`src/rtl/hazard_pkg.sv`:
```
// ---------------------------------------------------------------------------
// hazard_pkg
// Shared types and constants for the pipeline stall/flush controller.
//   state_e   : load-use FSM states
//   REG_ZERO  : index of the hard-wired zero register (never a real hazard)
//   cnt_width : width needed to hold a countdown start value (minimum 1)
// ---------------------------------------------------------------------------
package hazard_pkg;

    typedef enum logic {
        IDLE     = 1'b0,
        LD_STALL = 1'b1
    } state_e;

    localparam int unsigned REG_ZERO = 0;

    // Bits needed to represent the value v; never less than one bit.
    function automatic int unsigned cnt_width(input int unsigned v);
        return (v < 2) ? 1 : $clog2(v + 1);
    endfunction

endpackage

```
`src/rtl/hz_countdown.sv`:
```
// ---------------------------------------------------------------------------
// hz_countdown
// Loadable down-counter used for the load-use bubble count and the
// mult/div busy window. A load wins over a decrement; a decrement only
// takes effect while the count is nonzero, so the counter parks at zero.
// Ports:
//   clk        in   core clock
//   rst        in   asynchronous, active-high reset (count -> 0)
//   load_i     in   load load_val_i on the next edge
//   load_val_i in   W   value to load
//   dec_i      in   decrement by one on the next edge (when nonzero)
//   count_o    out  W   current count
//   zero_o     out  count_o == 0
// ---------------------------------------------------------------------------
module hz_countdown #(
    parameter int unsigned W = 4
) (
    input  logic         clk,
    input  logic         rst,
    input  logic         load_i,
    input  logic [W-1:0] load_val_i,
    input  logic         dec_i,
    output logic [W-1:0] count_o,
    output logic         zero_o
);

    logic [W-1:0] count_q;
    logic [W-1:0] count_d;

    // NOTE: combinational blocks assign every output a default first so no
    // path through the block leaves a value unassigned (which would infer a latch).
    always_comb begin
        count_d = count_q;
        if (load_i) begin
            count_d = load_val_i;
        end else if (dec_i && (count_q != '0)) begin
            count_d = count_q - W'(1);
        end
    end

    // NOTE: sequential state is updated with non-blocking assignments so every
    // register samples its inputs from before the clock edge.
    always_ff @(posedge clk or posedge rst) begin
        if (rst) begin
            count_q <= '0;
        end else begin
            count_q <= count_d;
        end
    end

    assign count_o = count_q;
    assign zero_o  = (count_q == '0);

endmodule

```
`src/rtl/hazard_stall_ctrl.sv`:
```
// ---------------------------------------------------------------------------
// hazard_stall_ctrl
// Stall/flush controller for the 5-stage MIPS pipeline, sitting beside ID.
// Detects load-use hazards (stalling LOAD_LAT cycles per hazard), interlocks
// mfhi/mflo against a busy multi-cycle mult/div unit, flushes IF/ID on a
// taken branch or jump, and counts stalled cycles (saturating).
// All control outputs are combinational: a hazard stalls in the same cycle.
// Ports:
//   clk           in   core clock
//   rst           in   asynchronous, active-high reset
//   id_rs/id_rt   in   REG_AW  source registers of the ID instruction
//   id_use_rs     in   ID instruction reads rs
//   id_use_rt     in   ID instruction reads rt
//   id_use_md     in   ID instruction reads HI/LO
//   ex_rt         in   REG_AW  load destination held in ID/EX
//   ex_memread    in   ID/EX holds a load
//   md_start      in   mult/div issues in EX this cycle
//   branch_taken  in   ID resolved a taken beq/bne
//   jmp           in   ID holds j/jal/jr
//   pc_write      out  PC may update
//   if_id_write   out  IF/ID may load
//   ctrl_en       out  pass ID control to ID/EX (0 = bubble)
//   if_id_flush   out  zero IF/ID on the next edge
//   stall         out  any stall active this cycle
//   stall_cycles  out  CNT_W  saturating count of stalled cycles
// ---------------------------------------------------------------------------
module hazard_stall_ctrl
    import hazard_pkg::*;
#(
    parameter int unsigned REG_AW   = 5,
    parameter int unsigned LOAD_LAT = 1,
    parameter int unsigned MD_LAT   = 4,
    parameter int unsigned CNT_W    = 16
) (
    input  logic              clk,
    input  logic              rst,
    input  logic [REG_AW-1:0] id_rs,
    input  logic [REG_AW-1:0] id_rt,
    input  logic              id_use_rs,
    input  logic              id_use_rt,
    input  logic              id_use_md,
    input  logic [REG_AW-1:0] ex_rt,
    input  logic              ex_memread,
    input  logic              md_start,
    input  logic              branch_taken,
    input  logic              jmp,
    output logic              pc_write,
    output logic              if_id_write,
    output logic              ctrl_en,
    output logic              if_id_flush,
    output logic              stall,
    output logic [CNT_W-1:0]  stall_cycles
);

    localparam int unsigned LD_W = cnt_width(LOAD_LAT - 1);
    localparam int unsigned MD_W = cnt_width(MD_LAT);

    // -----------------------------------------------------------------------
    // Hazard detection
    // -----------------------------------------------------------------------
    logic ld_hit;
    logic md_hit;

    // A load into $zero never produces a value, so it cannot cause a hazard.
    assign ld_hit = ex_memread
                  && (ex_rt != REG_AW'(REG_ZERO))
                  && (((ex_rt == id_rs) && id_use_rs) ||
                      ((ex_rt == id_rt) && id_use_rt));

    // -----------------------------------------------------------------------
    // Load-use FSM and its bubble counter
    // -----------------------------------------------------------------------
    state_e          state_q;
    state_e          state_d;
    logic            ld_load;
    logic            ld_dec;
    logic            ld_stall;
    logic [LD_W-1:0] ld_cnt;
    logic            ld_zero;

    always_comb begin
        state_d  = state_q;
        ld_load  = 1'b0;
        ld_dec   = 1'b0;
        ld_stall = 1'b0;
        unique case (state_q)
            IDLE: begin
                if (ld_hit) begin
                    ld_stall = 1'b1;
                    // The first bubble is this cycle; the remaining
                    // LOAD_LAT-1 are served from LD_STALL.
                    if (LOAD_LAT > 1) begin
                        state_d = LD_STALL;
                        ld_load = 1'b1;
                    end
                end
            end
            LD_STALL: begin
                // ID/EX now holds a bubble, so the hazard inputs are ignored.
                ld_stall = 1'b1;
                ld_dec   = 1'b1;
                // Leaving on a zero count too keeps the FSM from sticking if
                // the counter were ever found empty here.
                if ((ld_cnt == LD_W'(1)) || ld_zero) begin
                    state_d = IDLE;
                end
            end
            default: begin
                state_d = IDLE;
            end
        endcase
    end

    always_ff @(posedge clk or posedge rst) begin
        if (rst) begin
            state_q <= IDLE;
        end else begin
            state_q <= state_d;
        end
    end

    hz_countdown #(
        .W (LD_W)
    ) u_ld_cnt (
        .clk        (clk),
        .rst        (rst),
        .load_i     (ld_load),
        .load_val_i (LD_W'(LOAD_LAT - 1)),
        .dec_i      (ld_dec),
        .count_o    (ld_cnt),
        .zero_o     (ld_zero)
    );

    // -----------------------------------------------------------------------
    // Mult/div busy window
    // -----------------------------------------------------------------------
    logic [MD_W-1:0] md_cnt;
    logic            md_zero;

    // A new md_start restarts the window even while already busy. The
    // counter itself stops at zero, so it can decrement unconditionally.
    hz_countdown #(
        .W (MD_W)
    ) u_md_cnt (
        .clk        (clk),
        .rst        (rst),
        .load_i     (md_start),
        .load_val_i (MD_W'(MD_LAT)),
        .dec_i      (1'b1),
        .count_o    (md_cnt),
        .zero_o     (md_zero)
    );

    // The cycle md_start issues, the counter still reads the old value,
    // so a fresh issue does not stall its own cycle.
    assign md_hit = id_use_md && !md_zero;

    // -----------------------------------------------------------------------
    // Control outputs
    // -----------------------------------------------------------------------
    // Reset forces pass-through values even while hazard inputs are active.
    assign stall       = !rst && (ld_stall || md_hit);
    assign pc_write    = !stall;
    assign if_id_write = !stall;
    assign ctrl_en     = !stall;
    // Branch operands are unresolved while stalled, so stall beats flush.
    assign if_id_flush = !rst && (branch_taken || jmp) && !stall;

    // -----------------------------------------------------------------------
    // Saturating stall-cycle counter
    // -----------------------------------------------------------------------
    logic [CNT_W-1:0] stall_cycles_q;
    logic [CNT_W-1:0] stall_cycles_d;

    always_comb begin
        stall_cycles_d = stall_cycles_q;
        if (stall && (stall_cycles_q != '1)) begin
            stall_cycles_d = stall_cycles_q + CNT_W'(1);
        end
    end

    always_ff @(posedge clk or posedge rst) begin
        if (rst) begin
            stall_cycles_q <= '0;
        end else begin
            stall_cycles_q <= stall_cycles_d;
        end
    end

    assign stall_cycles = stall_cycles_q;

endmodule

```
`config.mk`:
```
export PLATFORM = sky130hd
export DESIGN_NAME = hazard_stall_ctrl
export DESIGN_NICKNAME = d
export VERILOG_FILES = /design/src/rtl/hazard_pkg.sv /design/src/rtl/hz_countdown.sv /design/src/rtl/hazard_stall_ctrl.sv
export SDC_FILE = /design/constraint.sdc
export NUM_CORES = 1
export LEC_CHECK = 0
export CORE_MARGIN = 2
export CORE_UTILIZATION = 46
export CTS_BUF_LIST = sky130_fd_sc_hd__clkbuf_8 sky130_fd_sc_hd__clkbuf_16
export CTS_CLUSTER_DIAMETER = 30
export DETAILED_ROUTE_END_ITERATION = 8
export PLACE_DENSITY = 0.85
export SYNTH_ARGS = -nofsm -noshare
export SYNTH_HDL_FRONTEND = slang
export SYNTH_SLANG_ARGS = --single-unit
```
`constraint.sdc`:
```
create_clock -name clk -period 3.95 [get_ports clk]
set_input_delay 0.79 -clock clk [delete_from_list [all_inputs] [get_ports clk]]
set_output_delay 0.79 -clock clk [all_outputs]
set_load 0.02 [all_outputs]
```
; ---- Yosys cells after proc, flatten, opt, wreduce, memory -nomap -nowiden
; Index checks and enable logic that the tools add are counted.
[totals]
register_bits = 19
wordCells = 29
[classes]
reduce_logical = 19
n_addsub = 2
n_mux = 3
eq_ne = 3
[ops]
columns = operator, n
row1 = $add A16 B1 Y16 const B, 1
row2 = $ne A16 B16 Y1 const B, 1
row3 = $eq A5 B5 Y1, 2
row4 = $logic_and A1 B1 Y1, 9
row5 = $mux W3, 2
row6 = $reduce_bool A5 Y1, 1
row7 = $logic_not A1 Y1, 3
row8 = $logic_not A3 Y1, 1
row9 = $logic_or A1 B1 Y1, 3
row10 = $reduce_bool A3 Y1, 1
row11 = $sub A3 B1 Y3 const B, 1
row12 = $reduce_bool A2 Y1, 1
row13 = $mux W1, 1

; ---- Depth between registers and ports, before layout
[logic_depth]
word_depth = 9
mapped_depth = 8

; ---- Modules after synthesis
; A second synthesis with hierarchy kept.
[hier_totals]
hier_cells = 131
area_unflattened_um2 = 1244.9
[modules_own_cells]
columns = mod, cells_each, n_inst, seq_area_each_um2, area_each_um2
row1 = hazard_stall_ctrl, 106, 1, 425.4, 1002.2
row2 = hz_countdown (u_md_cnt), 20, 1, 75.1, 193.9
row3 = hz_countdown (u_ld_cnt), 5, 1, 25.0, 48.8

; ---- Least setup slack after synthesis
; OpenSTA, ideal clock, no wires.
[synth_timing]
kind = input -> output
startpoint = input ex_rt[1]
endpoint = output if_id_write
t_arrival_ps = 2124
n_path_buf = 1
stages = 5
required_ps = 3160
setup_slack_ps = 1036
path_cell_list = or4_1 -> o21ai_1 -> o21a_1 -> or2_2 -> buf_4
[synth_between]
elab_chain_cells = 8
elab_cells_between_ends = 12
classes_between = 2 x eq/ne / 1 x mux / 9 x reduce/logical
[synth_rtl]
columns = item, line
row1 = "start, declared", hazard_stall_ctrl.sv:42  ; input logic [REG_AW-1:0] ex_rt,
row2 = $eq A5 B5 Y1 (on tied branches), "hazard_stall_ctrl.sv:67, hazard_stall_ctrl.sv:68"
row3 = $logic_and A1 B1 Y1 (on tied branches), "hazard_stall_ctrl.sv:67, hazard_stall_ctrl.sv:68"
row4 = $logic_or A1 B1 Y1, hazard_stall_ctrl.sv:67  ; && (((ex_rt == id_rs) && id_use_rs) ||
row5 = $logic_and A1 B1 Y1 (*), hazard_stall_ctrl.sv:67
row6 = $mux W1 (*), hazard_stall_ctrl.sv:88  ; if (ld_hit) begin
row7 = $logic_or A1 B1 Y1 (*), hazard_stall_ctrl.sv:162  ; assign stall = !rst && (ld_stall || md_hit);
row8 = $logic_and A1 B1 Y1 (*), hazard_stall_ctrl.sv:162
row9 = $logic_not A1 Y1 (*), n/a
row10 = "end, declared", hazard_stall_ctrl.sv:48  ; output logic if_id_write,
; Every way passes the cells marked *; elsewhere a longest branch is shown, timed or not.

; ---- Worst setup path after layout
[layout_timing]
startpoint = input ex_rt[2]
endpoint = output stall
[layout_between]
elab_chain_cells = 7
elab_cells_between_ends = 11
classes_between = 2 x eq/ne / 1 x mux / 8 x reduce/logical
[layout_rtl]
columns = item, line
row1 = $eq A5 B5 Y1 (on tied branches), "hazard_stall_ctrl.sv:67, hazard_stall_ctrl.sv:68"
row2 = $logic_and A1 B1 Y1 (on tied branches), "hazard_stall_ctrl.sv:67, hazard_stall_ctrl.sv:68"
row3 = $logic_or A1 B1 Y1, hazard_stall_ctrl.sv:67
row4 = $logic_and A1 B1 Y1 (*), hazard_stall_ctrl.sv:67
row5 = $mux W1 (*), hazard_stall_ctrl.sv:88
row6 = $logic_or A1 B1 Y1 (*), hazard_stall_ctrl.sv:162
row7 = $logic_and A1 B1 Y1 (*), hazard_stall_ctrl.sv:162
row8 = "end, declared", hazard_stall_ctrl.sv:51  ; output logic stall,
; Marks and branches as above.

==> summary.md <==
| Metric | Value |
|---|---|
| Final Critical Period | `3.82 ns` |
| WP data arrival | `3.03 ns` |
| Switch share | `35.5%` |
| Clk slew on worst S/H paths | `0.07 ns` |
| Non-filler instance count after layout | `188` |
| Largest net degree at the start of global routing | `21` |
| Clock Skew | `0.000777 ns` |
| Post-Route Setup TNS | `0 ns` |
| Number of failing hold endpoints at the final stage | `0` |
| Final wirelength | `3050 um` |
| Post CTS Setup Buffer Count | `0` |
| Cell variety after synth | `34` |
| Max Cap Viol | `0` |
| Clock share of power | `19.5%` |
| Vias in the first global route | `1086` |
| Sw Pwr | `0.241 mW` |
| Cell Rows | `17` |
| DRC Markers | `0` |
| FF-to-FF Start | `stall_cycles[0]` |
| Cells after Synth | `112` |
| Post-synth top area share | `42.2%` |
| Core Util, Final | `73.1%` |
| Die H | `53.5 um` |
| Yosys warning total | `0` |
| Worst min-delay path category | `flop to flop` |
| Layout cells sized above 1 | `8.13%` |
| Register area share after synthesis | `42.2%` |
| Final period util | `96.8%` |
| Final Setup Violations | `0` |
| Setup slack after layout | `0.128 ns` |
| Tot Pwr | `0.681 mW` |
| TritonCTS clock tree | `built` |
| Net count after synthesis | `139` |
| Flop pwr share | `40.1%` |
| Chip width | `53.5 um` |
| Final nets | `188` |
| Initial Util | `50.0%` |
| RSZ-0062 raised after global routing | `no` |
| Post-synth EDFFs | `0` |
| Hold_buf cts | `0` |
| Drt via density | `5.63` |
| CTS resizes | `0` |
| R2R depth | `7` |
| Top cells by area, synth | `dfrtp_1 (42%), xnor2_1 (12%), xor2_1 (7.8%), ha_1 (3.3%), nand2_1 (3.3%)` |
| Logic pwr share | `40.4%` |
| First-pass GRT wire length | `4850 um` |
| H-tree levels | `1` |
| Total leakage power | `0.704 nW` |
| Drt wl/cell | `16.2 um` |
| Mapped Avg Cell Area | `10.1 um^2` |
| Max Fclk | `262 MHz` |
| Slew headroom | `70.0%` |
| GRT overflow | `0` |
| Initial DRT Pass Iterations | `4` |
| Detailed Route Iter0 Violations | `25` |
| Power Dens Cells | `413 mW/mm^2` |
| Initial antenna violation count | `0` |
| Critical R2R Capture | `stall_cycles[8]` |
| Dominant cell type by area after synthesis | `dfrtp_1` |
| Commonest non-fill, non-tap cell in the layout | `clkdlybuf4s50_1` |
| Max rail drop VDD | `364 uV` |
| Max Slew Vio Count | `0` |
| Multi-input logic area | `614 um^2` |
| Dpl cells | `184` |
| Detail Route Antenna Nets | `0` |
| Element type at the critical path end | `output pin` |
| Total core area | `0.00225 mm^2` |
| Filler cells | `187` |
| Clk Latency, worst-skew pair | `0.26 ns` |
| Setup WS pre-CTS | `0.109 ns` |
| Hold Startpoint | `u_md_cnt.count_o[2]` |
| Crit path launch type | `primary input` |
| Vias post-DR | `1059` |
| Root Driver | `clkbuf_8` |
| Worst Path Max Fanout | `4` |
| Hpwl dp | `2350 um` |
| CTS max path bufs | `2` |
| CTS Sinks | `19` |
| Worst Setup SP | `ex_rt[2]` |
| FF+latch area | `475 um^2` |
| Port bufs | `44` |
| Die area | `0.00286 mm^2` |
| Worst slew pin tran | `0.450 ns` |
| Synth Flop Type | `dfrtp_1` |
| FFs w/ async S/R, synth | `100%` |
| GRT Overall Usage | `24.3%` |
| Mapped Area | `0.00113 mm^2` |
| Critical path type | `primary input to output pin` |
| CP required | `3.16 ns` |
| Cts bufs inserted | `3` |
| ANT cells | `0` |
| Area Growth Syn to Fin | `46.2%` |
| Status | `finished, final reports clean` |
| Io pins | `45` |
| CP Capture Point | `stall` |
| Most frequent cells in the layout | `clkdlybuf4s50_1 (44), dfrtp_1 (19), xnor2_1 (16)` |
| FF-to-FF setup slack | `1.65 ns` |
| Gp weighted congestion | `0.773` |
| Internal Power | `0.439 mW` |
| Flops & latches, synth | `19` |
## critical path, cell delays in order
cell             delay (ns)
clkdlybuf4s50_1        0.53
xnor2_1                0.15
nand4_1                0.15
o22a_1                 0.23
o21a_1                 0.22
or2_2                  0.31
inv_1                  0.06
clkdlybuf4s50_1        0.59
## per-stage QoR
step | instance area [um^2] | hold WS, ns
floorplan | 1130 | 0.446
global placement | 1600 | 0.467
detailed placement | 1600 | 0.487
CTS | 1650 | 0.500
global route | 1650 | 0.525
finish | 1650 | 0.503
## Yosys cell counts (2+ instances only)
cell type,n
xor2_1,10
nor2_1,8
xnor2_1,16
nand2_1,10
nand3_1,5
inv_1,6
nor3_1,4
nand4_1,6
buf_4,2
ha_1,3
dfrtp_1,19
## worst min path at each step
stage                                      to  depth (start not counted)
after detailed placement  u_md_cnt.count_o[2]                          1
after global routing      u_md_cnt.count_o[2]                          1
final                     u_md_cnt.count_o[2]                          1
after global placement    u_md_cnt.count_o[2]                          1
after CTS                 u_md_cnt.count_o[2]                          1
after floorplan           u_md_cnt.count_o[2]                          1
## cell type report
type,count,area share [%]
multi-input combinational,85,37.3
sequential,19,28.9
timing repair buffer,46,27.6
clock buffer,3,2.51
tap,28,2.13
inverter,6,1.37
clock inverter,1,0.228
## power groups by stage
stage / registers (mW) / logic, mW / clock network [mW]
floorplan: 0.299 / 0.126 / 0
global placement: 0.273 / 0.262 / 0
detailed placement: 0.276 / 0.275 / 0
CTS: 0.273 / 0.278 / 0.134
global route: 0.280 / 0.304 / 0.140
finish: 0.273 / 0.275 / 0.133
## cell families after synthesis
logic type / after synthesis / share of synthesized area, %
xor+xnor: 26 / 20.2
compound gates: 10 / 7.44
buf+inv: 8 / 3.33
mux: 1 / 0.999
simple gates: 45 / 22.5
flops: 19 / 42.2
fa+ha+maj: 3 / 3.33
## per-layer routing
metal | share of wire (%) | GRT usage [%] | vias up
met5 | 0 | 0 | -
met4 | 4.0 | 12.8 | 0
met3 | 6.9 | 4.80 | 13
met2 | 51 | 44.0 | 55
met1 | 38 | 26.4 | 505
li1 | - | - | 486
## registers in the layout (all words and copies together), names as in the netlist
register,count
stall_cycles,16
u_md_cnt.count_o,3
No activity file was read; power rests on OpenSTA's default activity.
